### config.mk
export PLATFORM = sky130hd
export DESIGN_NAME = med_ctrl
export DESIGN_NICKNAME = d
export VERILOG_FILES = /design/src/rtl/med_ctrl.sv
export SDC_FILE = /design/constraint.sdc
export NUM_CORES = 1
export LEC_CHECK = 0
export ABC_AREA = 0
export BUFFER_PORTS_ARGS = -buffer_cell sky130_fd_sc_hd__buf_2
export CAP_MARGIN = 10
export CORE_MARGIN = 4
export CORE_UTILIZATION = 40
export DETAILED_ROUTE_END_ITERATION = 10
export SYNTH_ARGS = -nofsm -noshare
export SYNTH_HDL_FRONTEND = slang
export SYNTH_SLANG_ARGS = --single-unit
### constraint.sdc
create_clock -name CLK -period 2.8 [get_ports CLK]
set_input_delay 0.14 -clock CLK [delete_from_list [all_inputs] [get_ports CLK]]
set_output_delay 0.14 -clock CLK [all_outputs]
set_load 0.02 [all_outputs]
### src/rtl/med_ctrl.sv
// -----------------------------------------------------------------------------
// med_ctrl
// Control sequencer for the 9-tap median datapath (a ring of compare/exchange
// registers).
//
// The block accepts a frame of DATA_QTDE samples marked by DSI. It then steps
// the datapath through several passes:
//   - compare passes, with ROT cycles between them;
//   - a FINAL sweep;
//   - a single DONE cycle, where DSO flags that the datapath DO holds the median.
// The block carries no data itself.
//
// Ports
//   CLK      in   clock, rising edge
//   RST      in   synchronous reset, active-high
//   DSI      in   upstream sample valid
//   MED_DSI  out  datapath select: 1 loads DI into R[0], 0 feeds MIN
//   MED_BYP  out  datapath bypass: 1 shifts R[N-2] into R[N-1], 0 loads MAX
//   DSO      out  median valid on datapath DO this cycle
//   ERR      out  (only with MED_CTRL_ERR_EN) sticky DSI-gap-in-load error
//   BUSY     out  frame being processed; DSI ignored while high
//
// Build option
//   MED_CTRL_ERR_EN
//     Defined:   a DSI gap during LOAD aborts the frame and sets ERR.
//     Undefined: a DSI gap during LOAD simply stalls the load.
// -----------------------------------------------------------------------------
module med_ctrl #(
    parameter int DATA_QTDE  = 9,
    parameter int CNT_WIDTH  = 4,
    parameter int PASS_WIDTH = 3
) (
    input  logic CLK,
    input  logic RST,
    input  logic DSI,
    output logic MED_DSI,
    output logic MED_BYP,
    output logic DSO,
`ifdef MED_CTRL_ERR_EN
    output logic ERR,
`endif
    output logic BUSY
);

    localparam int P = (DATA_QTDE - 1) / 2;

    localparam logic [CNT_WIDTH-1:0]  LOAD_LAST  = CNT_WIDTH'(DATA_QTDE - 1);
    localparam logic [CNT_WIDTH-1:0]  CMP_LAST   = CNT_WIDTH'(DATA_QTDE - 2);
    localparam logic [CNT_WIDTH-1:0]  FINAL_LAST = CNT_WIDTH'(P - 1);
    localparam logic [PASS_WIDTH-1:0] PASS_LAST  = PASS_WIDTH'(P - 1);

    typedef enum logic [2:0] {
        IDLE,
        LOAD,
        CMP,
        ROT,
        FINAL,
        DONE
    } state_t;

    state_t                state, state_n;
    logic [CNT_WIDTH-1:0]  cnt, cnt_n;
    logic [PASS_WIDTH-1:0] pass, pass_n;
    logic [CNT_WIDTH-1:0]  cmp_last;

`ifdef MED_CTRL_ERR_EN
    logic err, err_n;
    assign ERR = err;
`endif

    // The last compare pass runs one extra cycle.
    // This lets the final exchange settle before the FINAL sweep starts.
    assign cmp_last = (pass == PASS_LAST) ? LOAD_LAST : CMP_LAST;

    always_ff @(posedge CLK) begin
        if (RST) begin
            state <= IDLE;
            cnt   <= '0;
            pass  <= '0;
`ifdef MED_CTRL_ERR_EN
            err   <= 1'b0;
`endif
        end else begin
            state <= state_n;
            cnt   <= cnt_n;
            pass  <= pass_n;
`ifdef MED_CTRL_ERR_EN
            err   <= err_n;
`endif
        end
    end

    always_comb begin
        state_n = state;
        cnt_n   = cnt;
        pass_n  = pass;
`ifdef MED_CTRL_ERR_EN
        err_n   = err;
`endif
        MED_DSI = 1'b0;
        MED_BYP = 1'b1;
        BUSY    = 1'b0;
        DSO     = 1'b0;

        unique case (state)
            IDLE: begin
                MED_DSI = DSI;
                if (DSI) begin
                    state_n = LOAD;
                    cnt_n   = CNT_WIDTH'(1);
                    pass_n  = '0;
`ifdef MED_CTRL_ERR_EN
                    err_n   = 1'b0;
`endif
                end
            end

            LOAD: begin
                MED_DSI = DSI;
                if (cnt > LOAD_LAST) begin
                    // Out-of-range count: treat as illegal state.
                    state_n = IDLE;
                    cnt_n   = '0;
                end else if (DSI) begin
                    if (cnt == LOAD_LAST) begin
                        state_n = CMP;
                        cnt_n   = '0;
                        pass_n  = '0;
                    end else begin
                        cnt_n = cnt + 1'b1;
                    end
                end else begin
`ifdef MED_CTRL_ERR_EN
                    // A gap aborts the partial frame.
                    err_n   = 1'b1;
                    state_n = IDLE;
                    cnt_n   = '0;
`endif
                end
            end

            CMP: begin
                MED_BYP = 1'b0;
                BUSY    = 1'b1;
                if (pass > PASS_LAST || cnt > cmp_last) begin
                    state_n = IDLE;
                    cnt_n   = '0;
                    pass_n  = '0;
                end else if (cnt == cmp_last) begin
                    cnt_n   = '0;
                    state_n = (pass == PASS_LAST) ? FINAL : ROT;
                end else begin
                    cnt_n = cnt + 1'b1;
                end
            end

            ROT: begin
                BUSY = 1'b1;
                if (pass >= PASS_LAST) begin
                    state_n = IDLE;
                    cnt_n   = '0;
                    pass_n  = '0;
                end else begin
                    pass_n  = pass + 1'b1;
                    cnt_n   = '0;
                    state_n = CMP;
                end
            end

            FINAL: begin
                MED_BYP = 1'b0;
                BUSY    = 1'b1;
                if (cnt > FINAL_LAST) begin
                    state_n = IDLE;
                    cnt_n   = '0;
                    pass_n  = '0;
                end else if (cnt == FINAL_LAST) begin
                    state_n = DONE;
                    cnt_n   = '0;
                end else begin
                    cnt_n = cnt + 1'b1;
                end
            end

            DONE: begin
                DSO     = 1'b1;
                MED_DSI = DSI;
                // A sample here starts the next frame, so no cycle is lost.
                if (DSI) begin
                    state_n = LOAD;
                    cnt_n   = CNT_WIDTH'(1);
                    pass_n  = '0;
                end else begin
                    state_n = IDLE;
                    cnt_n   = '0;
                    pass_n  = '0;
                end
            end

            default: begin
                state_n = IDLE;
                cnt_n   = '0;
                pass_n  = '0;
            end
        endcase
    end

endmodule

* Yosys cells after proc, flatten, opt, wreduce, memory -nomap -nowiden
Cells that the tools add are included.
** Cells by class
- Reductions and logical operators :: 8
- Muxes and demuxes :: 35
- Add/subtract/negate cells :: 2
- Equality and inequality tests :: 19
- Magnitude comparators :: 5
** Operators by type and width (count)
- $mux W3 :: 16
- $mux W4 :: 9
- $pmux W4 S5 :: 1
- $pmux W3 S6 :: 1
- $pmux W3 S5 :: 1
- $ne A2 B2 Y1 const B :: 6
- $ne A3 B3 Y1 const B :: 4
- $eq A3 B2 Y1 const B :: 3
- $eq A3 B3 Y1 const B :: 2
- $mux W1 :: 6
- $reduce_and A6 Y1 :: 1
- $reduce_or A3 Y1 :: 2
- $reduce_and A5 Y1 :: 1
- $add A4 B1 Y4 const B :: 1
- $eq A4 B2 Y1 const B :: 1
- $eq A4 B4 Y1 :: 1
- $eq A4 B4 Y1 const B :: 1
- $gt A4 B2 Y1 const B :: 1
- $gt A4 B4 Y1 :: 1
- $gt A4 B4 Y1 const B :: 1
- $add A3 B1 Y3 const B :: 1
- $eq A3 B1 Y1 const B :: 1
- $ge A3 B2 Y1 const B :: 1
- $gt A3 B2 Y1 const B :: 1
- 5 further kinds :: 5
** Storage, ports and cells
- Register bits :: 10
- Output and inout port bits :: 4

* Logic depth before layout (Yosys ltp)
Gate-level depths: netlist (run 1).
- Depth in word-level cells :: 6
- Mapped depth :: 10
- Mapped depth without buffers :: 10

* Least setup slack after synthesis (run 1)
No wires, ideal clock.
- Path type :: flip-flop to flip-flop
- Start :: register pass[0]
- End :: register state[0]
- Arrival time :: 2.166 ns
- Slack :: 0.503 ns
- Period minus slack after synthesis :: 2.297 ns
- Buffers on the path :: 0
- Stages on the path, launching flop included :: 11
- Setup time :: 0.131 ns
- Cells stage by stage :: dfxtp_1 > ha_1 > ha_1 > inv_1 > ha_1 > or2_2 > a211o_1 > nand2_1 > a2111oi_4 > o311ai_0 > o21ai_1
** On the way
- Word-level cells in the longest chain between the ends :: 6
- Elaborated cells on any way between the ends :: 12
- Those cells by class :: order compare (2); eq/ne (3); mux (5); reduce/logical (2)
** Ends and longest elaborated chain
- from (decl) :: RTL line 63 : logic [PASS_WIDTH-1:0] pass, pass_n;
- from (signal assigned) :: RTL line 86 : pass <= pass_n;
- $eq A3 B2 Y1 :: RTL line 73, 151
- $mux W4 :: RTL line 73 : assign cmp_last = (pass == PASS_LAST) ? LOAD_LAST : CMP_LAST;
- $gt A4 B4 Y1 :: RTL line 145 : if (pass > PASS_LAST || cnt > cmp_last) begin
- $logic_or A1 B1 Y1 :: RTL line 145
- $ne A3 B3 Y1 (no line) or $mux W3 (tied branches)
- $reduce_and A5 Y1 (no line) or $pmux W3 S6 (tied branches)
- to (signal assigned) :: RTL line 84 : state <= state_n;
- to (decl) :: RTL line 61 : state_t state, state_n;
Several ways; a longest one is shown, not always the timed one. The select of a mux whose other input is x is not followed.
A chain may end at the register's enable or synchronous reset.

* Worst setup path in the final report (run 1)
- Start :: register pass[0]
- End :: register cnt[2]
** On the way
- Word-level cells in the longest chain between the ends :: 6
- Elaborated cells on any way between the ends :: 9
- Those cells by class :: order compare (2); eq/ne (2); mux (4); reduce/logical (1)
** Ends and longest elaborated chain
- $eq A3 B2 Y1 :: RTL line 73
- $mux W4 :: RTL line 73
- $gt A4 B4 Y1 or $eq A4 B4 Y1 (tied branches) :: RTL line 145, 149
- $logic_or A1 B1 Y1 or $mux W4 (tied branches) :: RTL line 145, 149
- $mux W4 (*) :: RTL line 145
- $pmux W4 S5 (*) :: RTL line 105 : unique case (state)
- to (signal assigned) :: RTL line 85 : cnt <= cnt_n;
- to (decl) :: RTL line 62 : logic [CNT_WIDTH-1:0] cnt, cnt_n;
Every way passes the cells marked *; elsewhere a longest branch is shown, timed or not.

==> results.py, run 1 <==
metrics = {
    "status": {
        "status": "complete, no violations",
    },
    "floorplanning": {
        "num_rows": 16,
        "core_area_sq_um": 2000,
        "fp.dieArea_sq_um": 2980,
        "die_w_microns": 54.6,
        "die_h_microns": 54.6,
        "initial_utilization_pct": 43.4,
        "ios": 7,
    },
    "logic_synthesis": {
        "synth_edf_count": 0,
        "netlist_top_cells_area": "dfxtp_1 (23%), ha_1 (10%), nor2_1 (5.6%)",
        "ys_seq_area_share_pct": 23.1,
        "syn_inst": 110,
        "synth_cell_types": 45,
        "synthXorXnorAreaFrac_pct": 1.01,
        "synth.top_cell.area_share_pct": 23.1,
        "synthAdderAreaFrac_pct": 10.1,
        "yosys.area_share.simple_pct": 29.1,
        "synth_top_family_by_area": "simple AND/OR/NAND/NOR gates",
        "synthMuxAreaShare_pct": 1.15,
        "syn_avg_cell_area_sq_um": 7.89,
        "synth_top_cell_by_area": "dfxtp_1",
        "synth-seq-cells": 10,
        "synth_ff_type": "dfxtp_1",
        "synthArstFlopShare_pct": 0,
        "synth_nets": 120,
        "synth_area_sq_um": 868,
        "yosysWarnings": 0,
        "synth_compound_area_share_pct": 28.7,
    },
    "timing": {
        "drv_slew": 0,
        "tns_ns": 0,
        "rsz0062_at_grt": "false",
        "timing.fmax_mhz": 398,
        "finalCritPeriodShare_pct": 89.7,
        "relSlewSlack_pct": 42.3,
        "finalCriticalPeriod_ns": 2.51,
        "hold_violations": 0,
        "fin_ws_ns": 0.289,
        "fin_skew_ns": 0.00240,
        "finalSetupViolCount": 0,
        "holdWs_ns": 0.180,
        "tightest_slew_ns": 0.857,
    },
    "drt": {
        "wl_per_cell_microns": 13.0,
        "drt_iter0_markers": 15,
        "ant_nets": 0,
        "via_count": 821,
        "drt_pass1_iterations": 4,
        "drcViolationCount": 0,
        "viasPerCell": 5.78,
        "wirelength_mm": 1.85,
    },
    "worst_setup_path": {
        "r2r_start": "pass[0]$_SDFFE_PP0P_",
        "arrival_ns": 2.70,
        "timing.rr.end": "cnt[2]$_SDFFE_PP0P_",
        "startpoint": "pass[0]$_SDFFE_PP0P_",
        "worstPathMaxFanout": 7,
        "cp.buffers_inverters": 2,
        "r2r.worst_path.cells": 10,
        "startpoint_type": "register",
        "path_cells": "ha_1 -> ha_1 -> inv_1 -> ha_1 -> inv_1 -> o2111ai_1 -> nand2_1 -> a2111oi_4 -> a211oi_1 -> nor4_2",
        "max_stage_delay_ns": 0.52,
        "path_common_cell": "ha_1",
        "crit_type": "reg2reg",
        "r2r_setup_slack_ns": 0.29,
        "slowest_stage": "a2111oi_4",
        "critPathRequiredTime_ns": 2.98,
        "crit_family": "compound AO/OA/AOI/OAI gates",
        "endpoint_kind": "register",
    },
    "clock_tree": {
        "clockRootBuffer": "clkbuf_4",
        "htree_levels": 1,
        "cts.sinks": 10,
        "post_cts_buffers": 0,
        "cts_tree": "yes",
        "insertion_delay_ns": 0.27,
        "cts_buffers": 3,
        "clkTransAtPathRegs_ns": 0.07,
        "cts_buffer_depth": 2,
    },
    "grt": {
        "grt_pass1_vias": 740,
        "grt_max_degree": 17,
        "antenna_found_initial": 0,
        "grt_overflow": 0,
        "grtUsageTotal_pct": 15.5,
        "grt_pass1_wl_mm": 3.29,
    },
    "pwr": {
        "clockPowerShare_pct": 17.0,
        "power.leakage_nw": 0.362,
        "ir_drop_v": 0.000333,
        "switching_share_pct": 42.0,
        "p_switching_mw": 0.252,
        "power_density_nw_per_um2": 641,
        "p_comb_share_pct": 46.6,
        "internal_power_mw": 0.348,
        "pwr-share-seq_pct": 36.4,
    },
    "cells_and_area": {
        "drive_gt1_share_pct": 15.7,
        "nets": 127,
        "diodes": 0,
        "area_growth_syn_to_layout_pct": 7.78,
        "mostFrequentLayoutCell": "nor2_1",
        "layout_common_cells": "nor2_1 (13), dfxtp_1 (10), inv_1 (9)",
    },
    "placement": {
        "port_buffers": 6,
        "hpwl_mm": 1.40,
        "gp_congestion": 0.740,
        "post-place-ws_ns": 0.305,
    },
    "worst_hold_path": {
        "hold-path-endpoint": "cnt[0]$_SDFFE_PP0P_",
        "min_path_cells": 2,
        "min_path_type": "in2reg",
        "min_from": "RST",
    },
    "run": {
        "maxCapViolCount": 0,
    },
}
registers in the layout, summed over array words and instances, names as in the netlist:
name,flops
cnt,4
pass,3
state,3
stage by stage:
step,instances,total power [mW],cell area (sq um),util [%]
4_1_cts,142,0.601,936,46.8
2_1_floorplan,110,0.439,868,-
5_1_grt,142,0.650,936,46.8
6_report,142,0.600,936,46.8
3_3_place_gp,139,0.501,913,45.6
3_5_place_dp,139,0.498,913,45.6
power groups by stage:
stage	Clock (mW)	Combinational, mW	Sequential, mW
2_1_floorplan	0	0.253	0.185
3_5_place_dp	0	0.277	0.222
4_1_cts	0.103	0.279	0.219
3_3_place_gp	0	0.279	0.222
6_report	0.102	0.279	0.218
5_1_grt	0.113	0.309	0.229
layer usage:
layer	GRT usage [%]	part of all wire, %	vias up	wire, microns
met5	0	0	-	0
met4	8.71	1.4	0	26
met3	3.27	5.7	4	106
met2	21.7	44	30	811
met1	21.6	49	368	907
li1	-	-	419	-
how the worst max path moves through the flow:
stage | endpoint | slack (ns) | cells after the start
final | cnt[2]$_SDFFE_PP0P_ | 0.29 | 10
after global routing | cnt[2]$_SDFFE_PP0P_ | 0.05 | 10
after CTS | cnt[2]$_SDFFE_PP0P_ | 0.27 | 10
after detailed placement | cnt[2]$_SDFFE_PP0P_ | 0.31 | 10
after global placement | cnt[2]$_SDFFE_PP0P_ | 0.37 | 10
after floorplan | state[0]$_SDFFE_PP0P_ | 0.50 | 10
cell type report:
cell class | instances | area (sq um)
Fill cell | 218 | 1070
Multi-Input combinational cell | 86 | 608
Sequential cell | 10 | 200
Timing Repair Buffer | 7 | 37.5
Inverter | 9 | 33.8
Tap cell | 27 | 33.8
Clock buffer | 3 | 22.5
logic make-up (layout without fill, tap and decap cells):
logic type / after synthesis / in the layout
flip-flops: 10 / 10
adder cells (fa/ha/maj): 7 / 7
buffers and inverters: 14 / 19
XOR/XNOR: 1 / 1
AND/OR/NAND/NOR: 46 / 46
multiplexers: 1 / 1
AO/OA/AOI/OAI: 31 / 31
Yosys cell counts, drive strengths merged, types with 2 or more instances:
| master | instances |
|---|---|
| dfxtp | 10 |
| o32ai | 3 |
| nor4 | 4 |
| inv | 9 |
| nand4 | 2 |
| nand2b | 5 |
| o21ai | 2 |
| o31ai | 2 |
| nand3b | 3 |
| ha | 7 |
| and2 | 2 |
| a21oi | 8 |
| buf | 4 |
| o22ai | 3 |
| nor2 | 14 |
| a2111oi | 2 |
| nand3 | 2 |
| nand2 | 8 |
what timing repair did:
item / in CTS / in global routing
setup endpoints to repair: 0 / 1
gates resized for setup: 0 / 1
hold buffers: 0 / 0
No activity file was read; power rests on OpenSTA's default activity.
==> run 2, diff against run 1 <==
- PLACE_DENSITY: default -> 0.69
==> run 2 against run 1 <==
  * Count of clock-buffer cells in the layout grew 1
  * First-iteration DRC count grew to 2.9 times the previous value
  * Design area grew 1.5%
  * Setup slack lost 0.059 ns
  * Core utilization grew 0.69 points
  * Combinational power grew 1%
  * Clock skew is essentially flat
  * Sequential share of layout area shrank 0.31 points
  * Die area is the same
  * Wire length grew 10%
==> results.py, run 2 (same netlist as run 1, synthesis figures left out) <==
metrics = {
    "worst_hold_path": {
        "min_path_type": "in2reg",
        "min_from": "RST",
    },
    "cells_and_area": {
        "largest_reg_flops": 4,
        "fillers": 216,
        "area_growth_syn_to_layout_pct": 9.37,
        "layout_common_cells": "nor2_1 (13), dfxtp_1 (10), inv_1 (9)",
        "drive_gt1_share_pct": 16.4,
        "largest_register": "cnt",
        "layoutNonFillerInstCount": 143,
        "diodes": 0,
        "mostFrequentLayoutCell": "nor2_1",
        "largestRegisters": "cnt x4, pass x3, state x3",
        "nets": 127,
    },
    "worst_setup_path": {
        "crit_type": "reg2reg",
        "r2r_start": "pass[0]$_SDFFE_PP0P_",
        "crit_end": "state[0]$_SDFFE_PP0P_",
        "critPathRequiredTime_ns": 2.95,
        "r2r.worst_path.cells": 10,
        "timing.rr.end": "state[0]$_SDFFE_PP0P_",
        "arrival_ns": 2.72,
        "endpoint_kind": "register",
        "worstPathMaxFanout": 7,
        "startpoint_type": "register",
        "r2r_setup_slack_ns": 0.23,
        "startpoint": "pass[0]$_SDFFE_PP0P_",
    },
    "clock_tree": {
        "cts_tree": "yes",
        "cts.sinks": 10,
        "cts_buffer_depth": 2,
        "cts-resized-gates": 0,
        "clockRootBuffer": "clkbuf_4",
        "clkTransAtPathRegs_ns": 0.07,
        "cts-hold-fix-buffers": 0,
        "insertion_delay_ns": 0.27,
        "cts_buffers": 3,
        "post_cts_buffers": 0,
        "htree_levels": 1,
    },
    "timing": {
        "fin_skew_ns": 0.00263,
        "relSlewSlack_pct": 39.8,
        "timing.fmax_mhz": 389,
        "drv_slew": 0,
        "finalSetupViolCount": 0,
        "rsz0062_at_grt": "false",
        "finalCritPeriodShare_pct": 91.8,
        "finalCriticalPeriod_ns": 2.57,
        "tns_ns": 0,
        "hold_violations": 0,
        "tightest_slew_ns": 0.895,
    },
    "drt": {
        "viasPerCell": 5.78,
        "ant_nets": 0,
        "drcViolationCount": 0,
        "wl_per_cell_microns": 14.3,
        "drt_pass1_iterations": 4,
        "via_count": 826,
        "wirelength_mm": 2.04,
        "drt_iter0_markers": 43,
    },
    "floorplanning": {
        "num_rows": 16,
        "die_h_microns": 54.6,
        "initial_utilization_pct": 43.4,
        "ios": 7,
        "core_area_sq_um": 2000,
        "die_w_microns": 54.6,
        "fp.dieArea_sq_um": 2980,
    },
    "pwr": {
        "power_density_nw_per_um2": 676,
        "total_power_mw": 0.642,
        "pwr-share-seq_pct": 34.7,
        "power.leakage_nw": 0.368,
        "clockPowerShare_pct": 21.2,
        "ir_drop_v": 0.000369,
        "switching_share_pct": 41.3,
        "p_comb_share_pct": 44.2,
        "internal_power_mw": 0.376,
        "p_switching_mw": 0.265,
    },
    "placement": {
        "port_buffers": 6,
        "hpwl_mm": 1.43,
        "gp_congestion": 0.835,
        "dp.cells": 139,
    },
    "grt": {
        "grt_max_degree": 17,
        "grtUsageTotal_pct": 16.6,
        "grt_pass1_wl_mm": 3.51,
        "grt_overflow": 0,
        "grt_pass1_vias": 740,
        "antenna_found_initial": 0,
    },
    "status": {
        "status": "complete, no violations",
    },
    "run": {
        "maxCapViolCount": 0,
    },
}
==> run 2: through the flow <==
| step | hold WS (ns) | utilization (%) | instance area, sq um | setup WS (ns) |
|---|---|---|---|---|
| 2_1_floorplan | 0.364 | - | 868 | 0.503 |
| 3_3_place_gp | 0.463 | 45.6 | 913 | 0.392 |
| 3_5_place_dp | 0.455 | 45.6 | 913 | 0.273 |
| 4_1_cts | 0.164 | 47.4 | 950 | 0.241 |
| 5_1_grt | 0.187 | 47.4 | 950 | 0.0110 |
| 6_report | 0.185 | 47.4 | 950 | 0.230 |
==> run 2: layer usage <==
layer  routed length (microns)  share of wire, %  global-route usage [%]
met4                        48               2.4                    7.88
met5                         0                 0                       0
met2                       842                41                    23.0
met1                      1020                50                    23.4
met3                       125               6.1                    4.09
==> run 2: cell type report <==
type	count	area, sq um	area share [%]
repair buffers	7	37.5	3.95
inverters	9	33.8	3.56
flip-flops and latches	10	200	21.1
multi-input cells	86	608	64.0
clock buffers	4	36.3	3.82
well taps	27	33.8	3.56
==> run 2: worst min path at each step <==
stage | to | slack, ns | cells after the start
global placement | cnt[3]$_SDFFE_PP0P_ | 0.46 | 2
CTS | cnt[1]$_SDFFE_PP0P_ | 0.16 | 2
floorplan | cnt[0]$_SDFFE_PP0P_ | 0.36 | 2
global route | cnt[1]$_SDFFE_PP0P_ | 0.19 | 2
detailed placement | cnt[1]$_SDFFE_PP0P_ | 0.45 | 2
finish | cnt[1]$_SDFFE_PP0P_ | 0.18 | 2
==> run 2: critical path, cell delays in order, from the launching register on <==
cell,delay (ns)
dfxtp_1,0.41
ha_1,0.20
ha_1,0.27
inv_1,0.12
ha_1,0.20
or2_2,0.27
a211o_1,0.28
nand2_1,0.11
a2111oi_4,0.11
o311ai_0,0.35
o21ai_1,0.13
==> run 2: power groups by stage <==
| stage | Combinational (mW) | Clock [mW] | Sequential [mW] |
|---|---|---|---|
| finish | 0.283 | 0.136 | 0.223 |
| global route | 0.316 | 0.142 | 0.230 |
| CTS | 0.281 | 0.138 | 0.220 |
| detailed placement | 0.278 | 0 | 0.222 |
| global placement | 0.278 | 0 | 0.221 |
| floorplan | 0.253 | 0 | 0.185 |
